==> src/rtl/clkctrl_pkg.sv <==
// Shared encodings for the CPU clock-enable controller.
// Mode and FSM state types plus the prescaler counter width.
package clkctrl_pkg;

    typedef enum logic [1:0] {
        MODE_PAUSE = 2'b00,
        MODE_RUN   = 2'b01,
        MODE_STEP  = 2'b10,
        MODE_BURST = 2'b11
    } mode_e;

    typedef enum logic [1:0] {
        ST_IDLE  = 2'b00,
        ST_RUN   = 2'b01,
        ST_BURST = 2'b10
    } state_e;

    localparam int PRE_W = 32;

endpackage

==> src/rtl/btn_debounce.sv <==
// Push-button synchroniser, debouncer and rising-edge press detector.
// level follows the button after DB_CYCLES consecutive equal samples.
module btn_debounce #(
    parameter int DB_CYCLES = 1000000
) (
    input  logic clk,
    input  logic rst_n,
    input  logic btn,
    output logic level,
    output logic press
);

    logic        sync1;
    logic        sync2;
    logic [31:0] cnt;

    always_ff @(posedge clk or negedge rst_n) begin
        if (!rst_n) begin
            sync1 <= 1'b0;
            sync2 <= 1'b0;
            cnt   <= '0;
            level <= 1'b0;
            press <= 1'b0;
        end else begin
            sync1 <= btn;
            sync2 <= sync1;
            press <= 1'b0;
            // Any sample agreeing with the accepted level restarts the run.
            if (sync2 == level) begin
                cnt <= '0;
            end else if (cnt == 32'(DB_CYCLES - 1)) begin
                cnt   <= '0;
                level <= sync2;
                press <= sync2;
            end else begin
                cnt <= cnt + 32'd1;
            end
        end
    end

endmodule

==> src/rtl/cpu_clk_ctrl.sv <==
// CPU clock-enable generator: pause / run / single-step / burst pacing.
// Define CLKCTRL_TICK_CNT_EN to build the tick_cnt pulse counter.
module cpu_clk_ctrl
    import clkctrl_pkg::*;
#(
    parameter int DIV0      = 1,
    parameter int DIV1      = 100000,
    parameter int DIV2      = 10000000,
    parameter int DIV3      = 100000000,
    parameter int DB_CYCLES = 1000000,
    parameter int HB_DIV    = 50000000,
    parameter int BURST_W   = 8,
    parameter int CNT_W     = 32
) (
    input  logic               CLK100MHZ,
    input  logic               RSTN,
    input  logic [1:0]         mode,
    input  logic [1:0]         rate_sel,
    input  logic               step_btn,
    input  logic [BURST_W-1:0] burst_len,
    output logic               cpu_ce,
    output logic               busy,
    output logic               heartbeat,
    output logic [CNT_W-1:0]   tick_cnt
);

    mode_e              md;
    state_e             state;
    logic [PRE_W-1:0]   div;
    logic [PRE_W-1:0]   pre;
    logic [31:0]        hb_cnt;
    logic [1:0]         mode_q;
    logic [1:0]         rate_q;
    logic               changed;
    logic               tick;
    logic               level;
    logic               press;
    logic               press_ev;
    logic [BURST_W-1:0] remain;

    assign md = mode_e'(mode);

    btn_debounce #(
        .DB_CYCLES(DB_CYCLES)
    ) u_db (
        .clk  (CLK100MHZ),
        .rst_n(RSTN),
        .btn  (step_btn),
        .level(level),
        .press(press)
    );

    assign press_ev = press & level;

    always_comb begin
        div = PRE_W'(DIV0);
        unique case (rate_sel)
            2'd0: div = PRE_W'(DIV0);
            2'd1: div = PRE_W'(DIV1);
            2'd2: div = PRE_W'(DIV2);
            2'd3: div = PRE_W'(DIV3);
        endcase
    end

    // A tick from the old setting is dropped on the cycle a change lands.
    assign changed = (mode != mode_q) || (rate_sel != rate_q);
    assign tick    = !changed && (pre == div - PRE_W'(1));

    always_ff @(posedge CLK100MHZ or negedge RSTN) begin
        if (!RSTN) begin
            mode_q <= 2'b00;
            rate_q <= 2'b00;
            pre    <= '0;
        end else begin
            mode_q <= mode;
            rate_q <= rate_sel;
            if (changed || pre >= div - PRE_W'(1)) begin
                pre <= '0;
            end else begin
                pre <= pre + PRE_W'(1);
            end
        end
    end

    always_ff @(posedge CLK100MHZ or negedge RSTN) begin
        if (!RSTN) begin
            state  <= ST_IDLE;
            cpu_ce <= 1'b0;
            busy   <= 1'b0;
            remain <= '0;
        end else begin
            cpu_ce <= 1'b0;
            unique case (state)
                ST_IDLE: begin
                    unique case (md)
                        MODE_PAUSE: ;
                        MODE_RUN:   state <= ST_RUN;
                        MODE_STEP:  cpu_ce <= press_ev;
                        MODE_BURST: begin
                            if (press_ev && burst_len != '0) begin
                                state  <= ST_BURST;
                                busy   <= 1'b1;
                                remain <= burst_len;
                            end
                        end
                    endcase
                end
                ST_RUN: begin
                    if (md != MODE_RUN) begin
                        state <= ST_IDLE;
                    end else begin
                        cpu_ce <= tick;
                    end
                end
                ST_BURST: begin
                    // busy drops one cycle after the final pulse.
                    if (md != MODE_BURST || remain == '0) begin
                        state  <= ST_IDLE;
                        busy   <= 1'b0;
                        remain <= '0;
                    end else if (tick) begin
                        cpu_ce <= 1'b1;
                        remain <= remain - BURST_W'(1);
                    end
                end
                default: begin
                    state <= ST_IDLE;
                    busy  <= 1'b0;
                end
            endcase
        end
    end

    always_ff @(posedge CLK100MHZ or negedge RSTN) begin
        if (!RSTN) begin
            hb_cnt    <= '0;
            heartbeat <= 1'b0;
        end else if (hb_cnt == 32'(HB_DIV - 1)) begin
            hb_cnt    <= '0;
            heartbeat <= ~heartbeat;
        end else begin
            hb_cnt <= hb_cnt + 32'd1;
        end
    end

`ifdef CLKCTRL_TICK_CNT_EN
    logic [CNT_W-1:0] tcnt;

    always_ff @(posedge CLK100MHZ or negedge RSTN) begin
        if (!RSTN) begin
            tcnt <= '0;
        end else if (cpu_ce) begin
            tcnt <= tcnt + CNT_W'(1);
        end
    end

    assign tick_cnt = tcnt;
`else
    assign tick_cnt = '0;
`endif

endmodule

==> config.mk <==
export PLATFORM = sky130hd
export DESIGN_NAME = cpu_clk_ctrl
export DESIGN_NICKNAME = d
export VERILOG_FILES = /design/src/rtl/clkctrl_pkg.sv /design/src/rtl/btn_debounce.sv /design/src/rtl/cpu_clk_ctrl.sv
export SDC_FILE = /design/constraint.sdc
export NUM_CORES = 1
export LEC_CHECK = 0
export ABC_AREA = 0
export CAP_MARGIN = 5
export CORE_MARGIN = 8
export CORE_UTILIZATION = 30
export CTS_CLUSTER_SIZE = 20
export DETAILED_ROUTE_END_ITERATION = 8
export PLACE_DENSITY = 0.56
export SETUP_SLACK_MARGIN = 0.05
export SLEW_MARGIN = 0
export SYNTH_ARGS = -nofsm -noshare
export SYNTH_HDL_FRONTEND = slang
export SYNTH_SLANG_ARGS = --single-unit
==> constraint.sdc <==
create_clock -name CLK100MHZ -period 2.3 [get_ports CLK100MHZ]
set_clock_uncertainty 0.1 [all_clocks]
set_input_delay 0.345 -clock CLK100MHZ [delete_from_list [all_inputs] [get_ports CLK100MHZ]]
set_output_delay 0.345 -clock CLK100MHZ [all_outputs]
set_load 0.02 [all_outputs]
==> results of run 1 <==
-- repair_timing --
item                                    in CTS  in global routing
hold buffers                                 1                  0
endpoints found under the hold margin       40                  0
resized for setup                           86                 34
pin swaps                                   23                 21
buffers inserted                            18                  4
endpoints found under the setup margin      38                 72
cloned                                       4                  3
-- cell usage after synthesis, types with 2 or more instances --
cell type	n
dfrtp_1	117
nor2_1	65
xnor2_1	51
nand2_1	43
nand3_1	41
nor4_1	41
xor2_1	41
buf_4	37
ha_1	34
nand4_1	25
and3_1	21
inv_1	21
a21oi_1	18
nor3_1	18
nor4_2	13
clkbuf_1	10
o21ai_0	10
and4_1	9
a21o_1	6
a2bb2oi_1	5
or3_1	5
a311o_1	4
and2_1	4
buf_2	4
nor4b_1	4
or2_2	4
a211oi_1	3
nand4b_1	3
or4_1	3
a221o_1	2
a31o_2	2
buf_6	2
conb_1	2
nor2b_1	2
or4b_2	2
-- cell usage in the layout (no fill, tap or decap), drive strengths merged, types with 4 or more instances in the layout --
cell and count:
a2bb2oi 5, ha 34, inv 20, xnor2 51, conb 39, a21o 6
xor2 41, a21oi 18, or2 4, a311o 4, and4 9, clkbuf 29
dfrtp 117, and2 4, nor3 19, nor4b 4, nand4 25, or3 5
and3 21, nand3 41, a211oi 4, o21ai 10, nor2 65, nor4 54
buf 97, nand2 43, clkdlybuf4s50 14
-- worst max path at each step --
stage | from | slack [ns] | cells after the start | to
after floorplan | rate_sel[0] | -0.17 | 10 | pre[0]
after global placement | rate_sel[0] | -1.02 | 10 | remain[4]
after detailed placement | rate_sel[0] | -1.07 | 10 | remain[5]
after CTS | rate_sel[0] | -0.17 | 12 | pre[16]
after global routing | rate_sel[1] | -0.16 | 11 | pre[19]
final | rate_sel[0] | -0.09 | 13 | pre[15]
-- layer usage --
| metal | wire, um | track usage [%] | vias up |
|---|---|---|---|
| li1 | - | - | 2648 |
| met4 | 360 | 4.740 | 0 |
| met5 | 0 | 0 | - |
| met1 | 8329 | 17.09 | 2657 |
| met3 | 608 | 2.924 | 27 |
| met2 | 7818 | 18.86 | 90 |
-- critical path, cell delays in order --
cell	delay (ns)
buf_8	0.08
clkinvlp_4	0.15
ha_4	0.30
inv_2	0.05
ha_4	0.27
nand4_1	0.14
buf_4	0.17
buf_4	0.14
o21bai_1	0.21
a211oi_4	0.32
buf_6	0.17
clkbuf_16	0.17
nor4_2	0.05
-- through the flow --
stage / std cells / setup TNS [ns] / hold WS, ns / worst slack [ns]
4_1_cts: 1101 / -2.884 / 0.06429 / -0.1699
3_5_place_dp: 1054 / -35.82 / 0.2434 / -1.066
2_1_floorplan: 727 / -4.216 / -0.05059 / -0.1750
6_report: 1103 / -1.661 / 0.08111 / -0.09194
5_1_grt: 1103 / -3.642 / 0.07230 / -0.1558
3_3_place_gp: 1054 / -34.45 / 0.2363 / -1.021
-- layout make-up --
cell class	count	area (um2)
Sequential cell	117	2928
Fill cell	2119	13110
Timing Repair Buffer	115	1142
Clock buffer	26	529.3
Tap cell	285	356.6
Clock inverter	3	65.06
Multi-Input combinational cell	536	4219
Inverter	21	87.58
-- power groups by stage --
stage	clock (W)	combinational, W	sequential (W)
6_report	0.00267	0.000333	0.00208
3_5_place_dp	0	0.000271	0.00212
5_1_grt	0.00283	0.000370	0.00208
2_1_floorplan	0	0.000176	0.00212
4_1_cts	0.00274	0.000317	0.00208
3_3_place_gp	0	0.000271	0.00212
-- cell families after synthesis --
group,Yosys count
simple gates,308
flops,117
xor+xnor,92
buf+inv,74
compound gates,62
fa+ha+maj,34
other cells,2
mux,1
-- sequential cells by signal (all words and copies together), names as in the netlist, 2 cells and up --
register,count
u_db.cnt,32
hb_cnt,32
remain,8
state,2
pre,32
mode_q,2
rate_q,2
==> results.cfg, run 1 <==
[clock_tree]
path_clk_slew_ns = 0.06
cts_tree = yes
cts_buffer_depth = 2
cts_sinks = 117
cts_root_buf = clkbuf_16
clkLatencyLatePin_ns = 0.41
htreeDepth = 4
cts_buffers = 17

[worst_setup_path]
crit_path_end_kind = flip-flop
r2r_slack_ns = -0.07
r2r_start = pre[31]
worstSetupStartpointType = input port
cp.required_ns = 2.48
worstPathMaxFanout = 5
critical_path_class = in -> reg
rr_worst_depth = 7
r2r_end = pre[15]
worst-endpoint-arrival_ns = 2.57

[synth]
syn_area_um2 = 6773
ys.flop_type = dfrtp_1
avgSynthCellArea_um2 = 9.816
synth_seq_cells = 117
async_flop_share_pct = 100.0
synthCells = 690
synth-compound-area-share_pct = 6.374
synthSimpleGateAreaFrac_pct = 25.49
muxShareOfSynthArea_pct = 0.1663
yosysTopAreaCell = dfrtp_1
synth.distinct_cells = 53
synth_top_family_by_area = simple AND/OR/NAND/NOR gates
yosys_warnings = 0
ys_seq_area_share_pct = 43.23
synth_edf_count = 0
synth.area.top_cells = dfrtp_1, xnor2_1, ha_1
synth_xor_xnor_area_share_pct = 11.90
synthAdderAreaFrac_pct = 6.281
synth_top_area_share_pct = 43.23

[drt]
ant_nets = 0
drt_iter0_drc = 333
first_pass_iters = 4
wl_per_cell_um = 15.52
drc_errors = 0
via_count = 5422
wirelength_um = 17120
via_per_inst = 4.916

[die]
core_area_um2 = 22430
ios = 50
initial_utilization_pct = 30.19
dieArea_um2 = 27640
die_h_um = 166.3
die_x_um = 166.3
num_rows = 55

[outcome]
violations = setup timing
status = finished, violations left

[finish]
design_area_um2 = 9328
layout-drive-gt1-share_pct = 26.28
layout.nets = 857
fin_util_pct = 41.58
antenna_cells = 0
areaGrowthSynthToFinish_pct = 37.72

[place]
place_congestion = 0.7871
placed_area_um2 = 7835
portBuffers = 17
hpwl_um = 10900

[sta]
setup_violations = 25
post-route-min-period_ns = 2.392
slew_headroom_pct = 57.07
slew_viol_final = 0
finalHoldViolations = 0
min_period_over_period_pct = 104.0
fmax_mhz = 418.1
tightest_slew_ns = 0.6381
rsz0062_at_grt = true
timing.final.ws_setup_ns = -0.09194

[global_routing]
grt_max_degree = 44
grt_pass1_wl_um = 28680
first_global_vias = 5475
grt.total_usage_pct = 12.50
globalRoute.totalOverflow = 0
antenna_found_initial = 0

[pwr]
pwr-share-comb_pct = 6.5
sw_frac_of_total_pct = 21.68
peakVddDrop_mv = 0.3190
pwr-share-clk_pct = 52.5
intPower_w = 0.003984
seq_power_share_pct = 41.0
power.density_nw_per_um2 = 545.4
power_switching_w = 0.001103
power.leakage_nw = 3.897
finalPower_w = 0.005087

[run]
max_cap_viol_count = 0

[worst_hold_path]
hold_end = rate_q[0]
hold_depth = 2
worstHoldStart = rate_sel[0]
hp-class = in -> reg
No activity file was read; power rests on OpenSTA's default activity.
==> inputs of run 2 (changes only) <==
Settings changed: SKIP_CTS_REPAIR_TIMING from default to 1.
==> run 2 against run 1 <==
Against the previous run:
- the flow still finishes with violations (setup timing)
- global-route usage down 0.97 points
- critical path type unchanged
- setup slack worse by 0.15 ns
- largest cell class unchanged
- non-clock buffer count down 10
- clock-buffer cell count unchanged
- hold slack better by 0.0023 ns
- largest power group unchanged
- combinational power down 6.3%
- via count down 2.2%
- cell count down 0.91%
- clock power about the same
- register-to-register slack worse by 0.12 ns
- critical path depth down 3
==> results.cfg, run 2 (synthesis results as in run 1) <==
[clock_tree]
cts_sinks = 117
clkLatencyLatePin_ns = 0.40
path_clk_slew_ns = 0.05
htreeDepth = 4
cts_tree = yes
cts_buffer_depth = 2
cts_root_buf = clkbuf_16
cts_buffers = 17

[drt]
first_pass_iters = 4
wirelength_um = 16340
drt_iter0_drc = 339
ant_nets = 0
wl_per_cell_um = 14.95
drc_errors = 0
via_per_inst = 4.852
via_count = 5303

[pwr]
finalPower_w = 0.005066
power.density_nw_per_um2 = 561.4
peakVddDrop_mv = 0.3301
power.leakage_nw = 3.823

[sta]
min_period_over_period_pct = 110.3
setup_violations = 29
timing.final.ws_setup_ns = -0.2378
slew_viol_final = 0
fin_hold_ws_ns = 0.08340
post-route-min-period_ns = 2.538
finalHoldViolations = 0
fmax_mhz = 394.0
tightest_slew_ns = 0.6263
rsz0062_at_grt = true
slew_headroom_pct = 57.86

[finish]
areaGrowthSynthToFinish_pct = 33.23
layout_commonest_cell = dfrtp_1
largestRegisters = hb_cnt x32, pre x32, u_db.cnt x32
final-seq-area_um2 = 2928
multiInputGateArea_um2 = 4060
layout_common_cells = dfrtp_1, buf_4, nor2_1
layout-drive-gt1-share_pct = 23.64
layout.nets = 847
antenna_cells = 0
fill_cells = 2144

[worst_setup_path]
critical_path_class = in -> reg
worstSetupStartpointType = input port
r2r_start = pre[4]
worstPathMaxFanout = 6
startpoint = rate_sel[0]
rr_worst_depth = 6
cp.required_ns = 2.51
crit_path_end_kind = flip-flop
worst-endpoint-arrival_ns = 2.75

[place]
place_congestion = 0.7871
hpwl_um = 10900
portBuffers = 17
post-place-ws_ns = -1.066

[outcome]
violations = setup timing
status = finished, violations left

[global_routing]
grtUsageMet3_pct = 2.781
busiest_layer = met2
use_met1_pct = 16.06
met2_usage_pct = 17.31
first_global_vias = 5194
antenna_found_initial = 0
grt.total_usage_pct = 11.54
grt_pass1_wl_um = 26540
globalRoute.totalOverflow = 0
grt_max_degree = 44

[worst_hold_path]
worstHoldStart = rate_sel[0]
hold_depth = 2
hp-class = in -> reg

[die]
ios = 50
num_rows = 55
die_h_um = 166.3
initial_utilization_pct = 30.19
dieArea_um2 = 27640
die_x_um = 166.3
core_area_um2 = 22430

[run]
max_cap_viol_count = 0
-- run 2: cell types whose count changed in the layout (fill, tap and decap cells not counted), sizes merged --
| cell | previous run | this run |
|---|---|---|
| buf | 97 | 85 |
| clkbuf | 29 | 31 |
-- run 2: power by group --
| part | switching (W) | internal [W] | total [W] |
|---|---|---|---|
| combinational | 0.000192 | 0.000120 | 0.000312 |
| clock | 0.000892 | 0.00178 | 0.00267 |
| sequential | 0.00000967 | 0.00207 | 0.00208 |
-- run 2: per-layer routing --
metal / routed length [um] / part of all wire [%]
met5: 0 / 0
met4: 211 / 1.3
met3: 618 / 3.8
met2: 7435 / 45
met1: 8078 / 49
-- run 2: critical path, stage by stage --
cell and delay (ns):
buf_8 0.08, clkinvlp_4 0.15, ha_4 0.20, buf_4 0.15
xnor2_1 0.41, nor4_2 0.09, a221o_1 0.39, a221o_2 0.50
buf_12 0.18, nor4b_4 0.25
-- run 2: final timing paths --
path / endpoint / slack (ns)
worst min-delay path: rate_q[0] / 0.08
worst min register to register: u_db.sync2 / 0.25
worst max register to register: pre[19] / -0.19
min in group asynchronous: pre[8] / 0.40
worst max-delay path: pre[19] / -0.24
max in group asynchronous: u_db.cnt[25] / 1.01
-- run 2: layout make-up --
| class | count | area share [%] |
|---|---|---|
| Multi-Input combinational cell | 536 | 44.99 |
| Sequential cell | 117 | 32.45 |
| Timing Repair Buffer | 105 | 11.11 |
| Clock buffer | 26 | 5.865 |
| Tap cell | 285 | 3.952 |
| Inverter | 21 | 0.9151 |
| Clock inverter | 3 | 0.7210 |
-- run 2: metrics by stage --
stage | area [um2] | TNS (ns) | instances | utilization [%]
2_1_floorplan | 7004 | -4.216 | 727 | -
6_report | 9024 | -4.313 | 1093 | 40.22
4_1_cts | 8429 | -19.94 | 1083 | 37.57
3_3_place_gp | 7835 | -34.45 | 1054 | 34.92
3_5_place_dp | 7835 | -35.82 | 1054 | 34.92
5_1_grt | 9024 | -6.809 | 1093 | 40.22
==> inputs of run 3 (changes only) <==
Settings changed: GPL_TIMING_DRIVEN from default to 1.
==> results of run 3 <==
The final DEF is identical to that of run 2; final timing and power are the same.
